## src/rtl/c17_seq_pkg.sv

```systemverilog
// Shared types and constants for the c17 stimulus/compare sequencer.
package c17_seq_pkg;

  localparam int VEC_W = 5;  // {N1,N2,N3,N6,N7}
  localparam int OUT_W = 2;  // {N22_reg,N23_reg}

  typedef enum logic [1:0] {
    IDLE  = 2'd0,
    APPLY = 2'd1,
    DRAIN = 2'd2,
    DONE  = 2'd3
  } state_t;

  // Travels alongside each applied vector so the compare knows which
  // registered outputs belong to a real vector and which one it was.
  typedef struct packed {
    logic             valid;
    logic [VEC_W-1:0] vector;
  } tag_t;

  // Per-output disagreement between the golden and faulty instances.
  function automatic logic [OUT_W-1:0] out_diff(input logic [OUT_W-1:0] golden,
                                                input logic [OUT_W-1:0] faulty);
    return golden ^ faulty;
  endfunction

endpackage

```

## src/rtl/c17_seq_tagpipe.sv

```systemverilog
// LATENCY-deep delay line for (valid, vector) tags, matching the register
// latency of the c17 wrappers so each compare sees its own vector.
module c17_seq_tagpipe
  import c17_seq_pkg::*;
#(
  parameter int LATENCY = 2
) (
  input  logic CLK,
  input  logic RST_N,
  input  tag_t tag_in,
  output tag_t tag_out
);

  genvar gi;
  generate
    for (gi = 0; gi < LATENCY; gi++) begin : g_stage
      tag_t stage_reg;
      if (gi == 0) begin : g_head
        // First stage samples the tag of the vector currently on vec.
        always_ff @(posedge CLK or negedge RST_N) begin
          if (!RST_N) stage_reg <= '0;
          else        stage_reg <= tag_in;
        end
      end else begin : g_tail
        // Later stages shift the tag one cycle further.
        always_ff @(posedge CLK or negedge RST_N) begin
          if (!RST_N) stage_reg <= '0;
          else        stage_reg <= g_stage[gi-1].stage_reg;
        end
      end
    end
  endgenerate

  assign tag_out = g_stage[LATENCY-1].stage_reg;

endmodule

```

## src/rtl/c17_test_sequencer.sv

```systemverilog
// Walks all input vectors through a golden and a fault-injected c17 pair,
// compares their registered outputs and accumulates campaign results.
module c17_test_sequencer
  import c17_seq_pkg::*;
#(
  parameter int NUM_VECTORS = 32,
  parameter int LATENCY     = 2,
  parameter int CNT_W       = 16
) (
  input  logic             CLK,
  input  logic             RST_N,
  input  logic             start,
  output logic             busy,
  output logic             done,
  output logic [VEC_W-1:0] vec,
  input  logic [OUT_W-1:0] golden_out,
  input  logic [OUT_W-1:0] dut_out,
  output logic [CNT_W-1:0] err_count,
  output logic [VEC_W-1:0] first_err_vec,
  output logic             first_err_valid,
  output logic [OUT_W-1:0] mismatch_mask
);

  localparam logic [VEC_W-1:0] LAST_VEC   = VEC_W'(NUM_VECTORS - 1);
  localparam logic [2:0]       LAST_DRAIN = 3'(LATENCY - 1);

  state_t           state_reg, state_next;
  logic [VEC_W-1:0] issue_cnt_reg;
  logic [2:0]       drain_cnt_reg;

  logic [CNT_W-1:0] err_count_reg;
  logic [VEC_W-1:0] first_err_vec_reg;
  logic             first_err_valid_reg;
  logic [OUT_W-1:0] mismatch_mask_reg;

  tag_t             tag_in, tag_out;
  logic [OUT_W-1:0] diff;
  logic             mismatch;
  logic             accept;

  // State register.
  always_ff @(posedge CLK or negedge RST_N) begin
    if (!RST_N) state_reg <= IDLE;
    else        state_reg <= state_next;
  end

  // Next-state logic: one pass over the vectors, then drain the pipeline.
  always_comb begin
    state_next = state_reg;
    unique case (state_reg)
      IDLE:    if (start) state_next = APPLY;
      APPLY:   if (issue_cnt_reg == LAST_VEC) state_next = DRAIN;
      DRAIN:   if (drain_cnt_reg == LAST_DRAIN) state_next = DONE;
      DONE:    state_next = IDLE;
      default: state_next = IDLE;
    endcase
  end

  // Output decode; vec is forced to zero outside APPLY.
  always_comb begin
    busy = 1'b0;
    done = 1'b0;
    vec  = '0;
    unique case (state_reg)
      APPLY:   begin busy = 1'b1; vec = issue_cnt_reg; end
      DRAIN:   busy = 1'b1;
      DONE:    done = 1'b1;
      default: ;
    endcase
  end

  // Issue and drain counters; the issue counter holds on the last vector
  // instead of wrapping, and both restart from zero outside their state.
  always_ff @(posedge CLK or negedge RST_N) begin
    if (!RST_N) begin
      issue_cnt_reg <= '0;
      drain_cnt_reg <= '0;
    end else begin
      if (state_reg == APPLY) begin
        if (issue_cnt_reg != LAST_VEC) issue_cnt_reg <= issue_cnt_reg + VEC_W'(1);
      end else begin
        issue_cnt_reg <= '0;
      end
      if (state_reg == DRAIN) drain_cnt_reg <= drain_cnt_reg + 3'd1;
      else                    drain_cnt_reg <= '0;
    end
  end

  assign tag_in.valid  = (state_reg == APPLY);
  assign tag_in.vector = vec;

  c17_seq_tagpipe #(
    .LATENCY (LATENCY)
  ) u_tagpipe (
    .CLK     (CLK),
    .RST_N   (RST_N),
    .tag_in  (tag_in),
    .tag_out (tag_out)
  );

  assign accept   = (state_reg == IDLE) && start;
  assign diff     = out_diff(golden_out, dut_out);
  assign mismatch = tag_out.valid && (|diff);

  // Result accumulation: cleared on start accept, updated on tagged
  // mismatches only; the counter saturates rather than wrapping.
  always_ff @(posedge CLK or negedge RST_N) begin
    if (!RST_N) begin
      err_count_reg       <= '0;
      first_err_vec_reg   <= '0;
      first_err_valid_reg <= 1'b0;
      mismatch_mask_reg   <= '0;
    end else if (accept) begin
      err_count_reg       <= '0;
      first_err_vec_reg   <= '0;
      first_err_valid_reg <= 1'b0;
      mismatch_mask_reg   <= '0;
    end else if (mismatch) begin
      if (err_count_reg != {CNT_W{1'b1}}) err_count_reg <= err_count_reg + CNT_W'(1);
      mismatch_mask_reg <= mismatch_mask_reg | diff;
      if (!first_err_valid_reg) begin
        first_err_vec_reg   <= tag_out.vector;
        first_err_valid_reg <= 1'b1;
      end
    end
  end

  assign err_count       = err_count_reg;
  assign first_err_vec   = first_err_vec_reg;
  assign first_err_valid = first_err_valid_reg;
  assign mismatch_mask   = mismatch_mask_reg;

endmodule

```

## config.mk

```make
export PLATFORM = sky130hd
export DESIGN_NAME = c17_test_sequencer
export DESIGN_NICKNAME = d
export VERILOG_FILES = /design/src/rtl/c17_seq_pkg.sv /design/src/rtl/c17_seq_tagpipe.sv /design/src/rtl/c17_test_sequencer.sv
export SDC_FILE = /design/constraint.sdc
export NUM_CORES = 1
export LEC_CHECK = 0
export ABC_AREA = 1
export ABC_CLOCK_PERIOD_IN_PS = 2350
export BUFFER_PORTS_ARGS = -buffer_cell sky130_fd_sc_hd__buf_2
export CELL_PAD_IN_SITES_DETAIL_PLACEMENT = 2
export CELL_PAD_IN_SITES_GLOBAL_PLACEMENT = 2
export CORE_MARGIN = 2
export CORE_UTILIZATION = 33
export DETAILED_ROUTE_END_ITERATION = 12
export PLACE_DENSITY = 0.82
export SETUP_SLACK_MARGIN = 0.4
export SYNTH_ARGS = -nofsm -noshare
export SYNTH_HDL_FRONTEND = slang
export SYNTH_SLANG_ARGS = --single-unit
```

## constraint.sdc

```tcl
create_clock -name CLK -period 2.35 [get_ports CLK]
set_clock_uncertainty 0.2 [all_clocks]
set_input_delay 0.235 -clock CLK [delete_from_list [all_inputs] [get_ports CLK]]
set_output_delay 0.235 -clock CLK [all_outputs]
set_load 0.02 [all_outputs]
```

# After elaboration in Yosys (flattened, before gate mapping)
# Cells that the tools add are included.
[word_totals]
regBits = 46
input_bits = 7
output_inout_bits = 31
[classes]
addsub = 3
eq_ne = 12
muxes = 20
bitwise_logic = 2
n_reduce_logical = 10
[op_table]
columns = ["operator", "count"]
rows = [
  ["$mux 16", 3],
  ["$mux 5", 6],
  ["$add 16x1->16 const B", 1],
  ["$ne 16x16->1 const B", 1],
  ["$mux 2", 5],
  ["$ne 2x2->1 const B", 4],
  ["$pmux 2 s4", 1],
  ["$add 5x1->5 const B", 1],
  ["$eq 5x5->1 const B", 1],
  ["$ne 5x5->1 const B", 1],
  ["$eq 2x2->1 const B", 2],
  ["$mux 1", 4],
  ["$reduce_and 2->1", 2],
  ["$reduce_bool 2->1", 2],
  ["$reduce_or 2->1", 2],
  ["$add 3x1->3 const B", 1],
  ["$eq 3x1->1 const B", 1],
  ["$mux 3", 1],
  ["$reduce_and 3->1", 1],
  ["$eq 2x1->1 const B", 1],
  ["$logic_and 1x1->1", 2],
  ["$logic_not 2->1", 1],
  ["$ne 2x1->1 const B", 1],
  ["$or 2x2->2", 1],
  ["$xor 2x2->2", 1],
]

# Logic depth before layout (Yosys ltp)
# Gate-level depths: netlist of run 1.
[logic_depth]
depth_word = 5
ltp_mapped = 10
mapped_depth_nobuf = 10

# Cells and area by module
# A second synthesis of run 1 with hierarchy kept.
[unflattened]
hier_cells = 285
hier_area_um2 = 2419.8
[by_module_without_submodules]
columns = ["mod", "n_inst", "cells_per_inst", "area_each_um2", "seq_area_each_um2"]
rows = [
  ["c17_test_sequencer", 1, 273, 2119.5, 850.8],
  ["c17_seq_tagpipe", 1, 12, 300.3, 300.3],
]

# Worst setup path before layout of run 1
# OpenSTA, ideal clock, no wires.
[synth_timing]
path_type = "flip-flop to flip-flop"
start = "register err_count_reg[0] (netlist: err_count[0])"
end = "register err_count_reg[8] (netlist: err_count[8])"
setup_time_ns = 0.075
arrival_time_ns = 1.530
required_time_ns = 2.075
path_slack_ns = 0.544
path_stages_with_launch = 11
path_cell_list = "dfrtp_1 -> ha_1 -> nand2_2 -> nor2_4 -> nand2_4 -> nor2_2 -> nand2_2 -> nand2_4 -> buf_6 -> nand2_1 -> o21ai_2"
[synth_via]
elab_chain_len = 4
elab_cells_between_ends = 7
classes_between = "add/sub (1); eq/ne (1); mux (3); reduce/logical (2)"
[synth_rtl]
columns = ["item", "line_no", "rtl"]
rows = [
  ["from (decl)", "c17_test_sequencer.sv:31", "logic [CNT_W-1:0] err_count_reg;"],
  ["from (signal assigned)", "c17_test_sequencer.sv:119", "if (err_count_reg != {CNT_W{1'b1}}) err_count_reg <= err_count_reg + CNT_W'(1);"],
  ["$add 16x1->16", "c17_test_sequencer.sv:119", ""],
  ["$mux 16", "c17_test_sequencer.sv:119", ""],
  ["$mux 16", "c17_test_sequencer.sv:118", "end else if (mismatch) begin"],
  ["$mux 16", "c17_test_sequencer.sv:113", "end else if (accept) begin"],
]
# Parallel ways exist; a longest one is shown, timed or not. The select of a mux whose other input is x is not followed.
# A chain may end at the register's enable or synchronous reset.

# Worst setup path after layout of run 1
[layout_timing]
start = "register issue_cnt_reg[1]"
end = "register state_reg[0]"
[layout_via]
elab_chain_len = 3
[layout_rtl]
columns = ["item", "line_no", "rtl"]
rows = [
  ["from (decl)", "c17_test_sequencer.sv:28", "logic [VEC_W-1:0] issue_cnt_reg;"],
  ["from (signal assigned)", "c17_test_sequencer.sv:80", "if (issue_cnt_reg != LAST_VEC) issue_cnt_reg <= issue_cnt_reg + VEC_W'(1);"],
  ["$eq 5x5->1", "c17_test_sequencer.sv:52", "APPLY: if (issue_cnt_reg == LAST_VEC) state_next = DRAIN;"],
  ["$ne 2x2->1 (no source line)", "n/a", ""],
  ["$reduce_and 3->1 (no source line)", "n/a", ""],
  ["to (signal assigned)", "c17_test_sequencer.sv:44", "else state_reg <= state_next;"],
  ["to (decl)", "c17_test_sequencer.sv:27", "state_t state_reg, state_next;"],
]
# No other way between the ends.

==> results of run 1 <==
-- power by group --
part	switching, mW	total [mW]	internal [mW]	leakage [nW]
Sequential	0.118	1.04	0.924	0.625
Clock	0.321	0.646	0.325	0.0563
Combinational	0.785	1.23	0.444	0.903
-- cell families (layout without fill, tap and decap cells) --
logic type / count (synthesis) / after routing / share of synthesized area
simple gates: 148 / 150 / 0.2770
buf+inv: 48 / 105 / 0.09091
flops: 46 / 46 / 0.4891
compound gates: 35 / 35 / 0.08240
fa+ha+maj: 10 / 10 / 0.05316
xor+xnor: 2 / 2 / 0.007444
-- cell type report --
cell class              instances  area share
well taps                      96     0.03988
multi-input cells             197      0.3668
clock inverters                 3     0.01620
clock buffers                   5     0.02285
repair buffers                 58      0.1234
flip-flops and latches         46      0.3822
inverters                      39     0.04861
-- final timing paths --
kind	start	end	slack, ns	depth (start not counted)
max reg2reg	issue_cnt_reg[1]$_DFFE_PN0P_	state_reg[0]$_DFFE_PN0P_	0.38	10
max in group asynchronous	RST_N	err_count[10]$_DFFE_PN0P_	1.50	3
max	issue_cnt_reg[1]$_DFFE_PN0P_	state_reg[0]$_DFFE_PN0P_	0.38	10
min in group asynchronous	RST_N	err_count[12]$_DFFE_PN0P_	0.22	3
min reg2reg	u_tagpipe.g_stage[0].stage_reg[4]$_DFF_PN0_	u_tagpipe.tag_out[4]$_DFF_PN0_	0.17	0
min	dut_out[0]	mismatch_mask[0]$_DFFE_PN0P_	0.11	4
-- routing by layer --
layer | share of wire | vias up
met5 | 0 | -
li1 | - | 1020
met2 | 0.54 | 29
met3 | 0.025 | 8
met4 | 0.011 | 0
met1 | 0.42 | 1075
-- what timing repair did --
action | CTS | global route
gates cloned | 0 | 2
setup buffers | 2 | 12
endpoints found under the setup margin | 24 | 26
resized for setup | 5 | 22
pin swaps | 0 | 6
hold buffers | 1 | 0
hold endpoints to repair | 46 | 0
-- stage by stage --
stage / worst slack (ns) / utilization / cell area, um^2 / total power, mW / std cells
2_1_floorplan: 0.5442 / - / 2354 / 1.646 / 289
3_3_place_gp: 0.4045 / 0.3877 / 2649 / 1.909 / 419
3_5_place_dp: 0.3140 / 0.3877 / 2649 / 1.943 / 419
4_1_cts: 0.4128 / 0.4121 / 2815 / 2.660 / 430
5_1_grt: 0.2849 / 0.4408 / 3012 / 3.090 / 444
6_report: 0.3821 / 0.4408 / 3012 / 2.917 / 444
-- synthesized netlist by cell type, types with 3 or more instances --
library cell,instances
o21ai_0,22
nand4_1,6
nand2_2,5
inv_1,38
ha_1,10
o21ai_1,3
a21oi_1,5
nor2_1,19
or2_2,3
nand3_1,18
o21ai_2,5
nand2_1,89
buf_4,5
dfrtp_1,46
-- tightest hold or removal path, cell delays in order --
cell	delay, ns
buf_2	0.09
nand2_1	0.04
nand3_1	0.15
a21oi_1	0.08
==> results_dict.tcl, run 1 <==
set metrics [dict create \
    p_leak_nw 1.585 \
    ys.flop_type "dfrtp_1" \
    fin_hold_ws_ns 0.1099 \
    hold_violations 0 \
    cap_viol_max_count 0 \
    syn_nets 306 \
    busiest_layer "met2" \
    syn_inst 289 \
    fin_crit_sh 0.8374 \
    rsz0062_at_grt "yes" \
    rows 30 \
    vias_per_cell 4.802 \
    arrival_ns 1.99 \
    hold_class "in2reg" \
    end_kind "flip-flop" \
    clk_pin_slew_worst_paths_ns 0.11 \
    largest_reg_flops 16 \
    fin_nets 364 \
    die_w_um 88.45 \
    critical_path_buf_inv_count 2 \
    slowest_stage "dfrtp_1" \
    use_met1 0.2345 \
    grt_pass1_vias 2192 \
    numCtsBuffers 5 \
    regArea_mm2 0.001151 \
    io_buffers 37 \
    cp_max_fo 4 \
    cts_tree "built" \
    grt_max_degree 47 \
    cts_root_buf "clkbuf_8" \
    final_cell_mix "nand2_1 (86), dfrtp_1 (46), buf_2 (36), inv_1 (35), o21ai_0 (20)" \
    worstMarginPinSlew_ns 0.3708 \
    overflow 0 \
    ys_types 24 \
    place.gp.congestion 0.7652 \
    io_pins 38 \
    dieArea_mm2 0.007823 \
    cp_data_required_time_ns 2.37 \
    fillerInstances 795 \
    synth_largest_area_cell "dfrtp_1" \
    drtIter0Drc 42 \
    antenna_found_initial 0 \
    wl_mm 7.513 \
    final_layout_size_suffix_gt1_frac 0.2845 \
    criticalPathCategory "reg2reg" \
    grtUsageMet2 0.3281 \
    grt.total_usage 0.1866 \
    ctsLongestPathBuffers 2 \
    setup_viol 0 \
    num_vias 2132 \
    first_pass_iters 4 \
    cp-start-kind "flip-flop" \
    final_max_slew_viol_count 0 \
    slowest_delay_ns 0.41 \
    core-area_mm2 0.006832 \
    grt_pass1_wl_mm 11.16 \
    period_minus_slack_ns 1.968 \
    htreeDepth 2 \
    outcome "complete, no violations" \
    synth_top_area_frac 0.4891 \
    ys_ff_latch 46 \
    start_util 0.3445 \
    cp_cell_sequence "ha_4, nand2_1, nor2_1, ha_2, inv_1, nand2_2, o21ai_0, nor2_1, buf_4, o21ai_1" \
    antenna_cells 0 \
    multi_input_area_mm2 0.001105 \
    synth.avg_cell_area_um2 8.144 \
    synthToLayoutAreaGrowth_pct 27.96 \
    fmax_mhz 508.2 \
    synthesis.area_mm2 0.002354 \
    tns_ns 0 \
    place_hpwl_mm 4.654 \
    yosysSeqAreaShare 0.4891 \
    synthArstFlopShare 1.000 \
    die-height_um 88.45 \
    relSlewSlack 0.7519 \
    yosys_warnings 0 \
    irDropWorstVdd_mv 0.4693 \
    clk_latency_ns 0.32 \
    synth_area_leaders "dfrtp_1 (49%), nand2_1 (14%), inv_1 (6.1%)" \
    critPathTopFamily "simple AND/OR/NAND/NOR gates" \
    crit_top_cell "nor2_1" \
    powerDensity_mw_per_mm2 968.6 \
    final_common_cell "nand2_1" \
    synth_edf_count 0 \
    grt_use_met3 0.03638 \
    drc 0 \
    wire_per_inst_um 16.92 \
    clkSinkCount 46 \
    ant_nets 0 \
]
(Power assumes the default switching activity.)
==> inputs of run 2 (changes only) <==
Settings changed: ABC_AREA 1 to 0, ABC_CLOCK_PERIOD_IN_PS 2350 to 2000, CORE_UTILIZATION 33 to 36.
Clock period 2.35 ns to 2 ns, I/O delays scaled along.
==> results_dict.tcl, run 2 <==
set metrics [dict create \
    reg2reg_depth 5 \
    worstMarginPinSlew_ns 0.6879 \
    wl_mm 12.44 \
    cp-start-kind "flip-flop" \
    io_buffers 37 \
    grt_max_degree 25 \
    largest_reg_flops 16 \
    powerDensity_mw_per_mm2 1060 \
    yosysMostFrequentCell "dfrtp_1" \
    outcome "finished, violations left" \
    reg2reg_from "err_count[0]$_DFFE_PN0P_" \
    dieArea_mm2 0.006730 \
    synth.avg_cell_area_um2 10.96 \
    grt.total_usage 0.3212 \
    hold_end "err_count[9]$_DFFE_PN0P_" \
    final_cell_mix "buf_4 (50), dfrtp_1 (39), buf_2 (30), nor2_1 (12), buf_6 (12)" \
    synthesis.area_mm2 0.002192 \
    synth_area_leaders "dfrtp_1 (53%), ha_1 (5.7%), a21oi_1 (3.2%)" \
    syn_nets 217 \
    instances_no_fill 370 \
    drc 0 \
    arrival_ns 2.08 \
    num_vias 2244 \
    clkSinkCount 46 \
    antenna_cells 0 \
    vias_per_cell 6.065 \
    rsz0062_at_grt "yes" \
    internal_power_mw 2.218 \
    cp_data_required_time_ns 2.07 \
    irDropWorstVdd_mv 1.110 \
    cap_viol_max_count 0 \
    p_seq_frac 0.341 \
    r2r_slack_ns -0.009 \
    die-height_um 82.04 \
    violations "setup timing" \
    numCtsBuffers 5 \
    synth_edf_count 0 \
    drtIter0Drc 155 \
    synthToLayoutAreaGrowth_pct 60.79 \
    rows 28 \
    synthTopCellsByCount "dfrtp_1 (46), a21oi_1 (14), nor2_1 (14)" \
    relSlewSlack 0.5381 \
    setup_viol 1 \
    io_pins 38 \
    hold_class "in2reg" \
    dp_cells 326 \
    ys.flop_type "dfrtp_1" \
    syn_inst 200 \
    p_leak_nw 1.609 \
    worstHoldStart "start" \
    cts_tree "built" \
    final_layout_size_suffix_gt1_frac 0.5898 \
    fin_hold_ws_ns 0.1496 \
    placed_area_mm2 0.002699 \
    hold_depth 3 \
    ctsLongestPathBuffers 2 \
    clk_pin_slew_worst_paths_ns 0.12 \
    htreeDepth 2 \
    place.gp.congestion 0.8171 \
    grt_pass1_vias 2375 \
    fmax_mhz 497.9 \
    fin_nets 311 \
    first_pass_iters 4 \
    synth_top_area_frac 0.5251 \
    wire_per_inst_um 33.63 \
    end_kind "flip-flop" \
    grt_pass1_wl_mm 15.15 \
    ys_types 46 \
    clkPwrFrac 0.209 \
    setup_ws_ns -0.008570 \
    cts_root_buf "clkbuf_8" \
    fin_crit_sh 1.004 \
    cp_max_fo 7 \
    yosys_warnings 0 \
    overflow 0 \
    final_area_mm2 0.003525 \
    antenna_found_initial 0 \
    yosysSeqAreaShare 0.5251 \
    place_hpwl_mm 4.870 \
    synth_largest_area_cell "dfrtp_1" \
    power.switching_mw 1.517 \
    core-area_mm2 0.005886 \
    start_util 0.3724 \
    ys_ff_latch 46 \
    die_w_um 82.04 \
    power_switching_share 0.4061 \
    clk_latency_ns 0.34 \
    hold_violations 0 \
    criticalPathCategory "reg2reg" \
    r2r-end "err_count[2]$_DFFE_PN0P_" \
    synthArstFlopShare 1.000 \
    final_common_cell "buf_4" \
    period_minus_slack_ns 2.009 \
    final_max_slew_viol_count 0 \
    combPwrFrac 0.450 \
    ant_nets 0 \
]
run 2: worst max-delay path, stage by stage, from the launching register on:
cell	delay, ns
dfrtp_2	0.47
ha_4	0.20
and3_4	0.20
and4_4	0.24
or4_4	0.45
a21oi_2	0.16
run 2: final cells by class:
type,count,area [um^2]
fillers,555,2361
clock buffers,5,68.82
multi-input cells,136,1378
flip-flops and latches,46,1160
repair buffers,96,743.2
clock inverters,3,45.04
well taps,75,93.84
inverters,9,36.28
run 2: repair_timing:
item,4_1_cts,5_1_grt
endpoints found under the setup margin,29,31
gates cloned,2,0
hold buffers,1,0
hold endpoints to repair,22,0
setup buffers,21,12
pin swaps,16,14
gates resized for setup,53,40
run 2: how the worst max path moves through the flow:
stage / start / endpoint / slack [ns] / cells after the start
3_3_place_gp: err_count[0]$_DFFE_PN0P_ / err_count[2]$_DFFE_PN0P_ / 0.06 / 5
6_report: err_count[0]$_DFFE_PN0P_ / err_count[2]$_DFFE_PN0P_ / -0.009 / 5
3_5_place_dp: err_count[0]$_DFFE_PN0P_ / err_count[15]$_DFFE_PN0P_ / -0.04 / 5
4_1_cts: err_count[1]$_DFFE_PN0P_ / err_count[8]$_DFFE_PN0P_ / 0.11 / 5
2_1_floorplan: err_count[1]$_DFFE_PN0P_ / err_count[2]$_DFFE_PN0P_ / 0.1 / 6
5_1_grt: issue_cnt_reg[1]$_DFFE_PN0P_ / issue_cnt_reg[3]$_DFFE_PN0P_ / -0.02 / 7
run 2: per-layer routing:
metal	vias to the layer above	wire length [um]	part of all wire	track usage
met5	-	0	0	0
met4	0	709	0.057	0.1250
met3	42	888	0.071	0.04286
li1	913	-	-	-
met2	120	5950	0.48	0.5618
met1	1169	4893	0.39	0.3994
run 2: through the flow:
step	total power [mW]	setup WS, ns	util	setup TNS (ns)
finish	3.735	-0.008570	0.5989	-0.008570
global route	3.847	-0.01655	0.5989	-0.03589
CTS	3.283	0.1149	0.5519	0
detailed placement	2.216	-0.04269	0.4585	-0.1017
global placement	2.133	0.06283	0.4585	0
floorplan	1.832	0.09837	-	0
run 2: cell families (layout without fill, tap and decap cells):
| logic type | Yosys count | after routing | share of synthesized area |
|---|---|---|---|
| and+or+nand+nor | 65 | 66 | 0.1655 |
| DFF | 46 | 46 | 0.5251 |
| AOI/OAI and AO/OA | 43 | 43 | 0.1324 |
| buffers and inverters | 19 | 113 | 0.04680 |
| adders and majority gates | 10 | 10 | 0.05708 |
| xor gates and xnor gates | 9 | 9 | 0.03596 |
| muxes | 8 | 8 | 0.03710 |
run 2: power groups by stage:
stage | logic (mW) | registers (mW) | clock network [mW]
floorplan | 0.555 | 1.28 | 0
global placement | 0.912 | 1.22 | 0
detailed placement | 0.975 | 1.24 | 0
CTS | 1.32 | 1.23 | 0.735
global route | 1.76 | 1.28 | 0.805
finish | 1.68 | 1.27 | 0.781
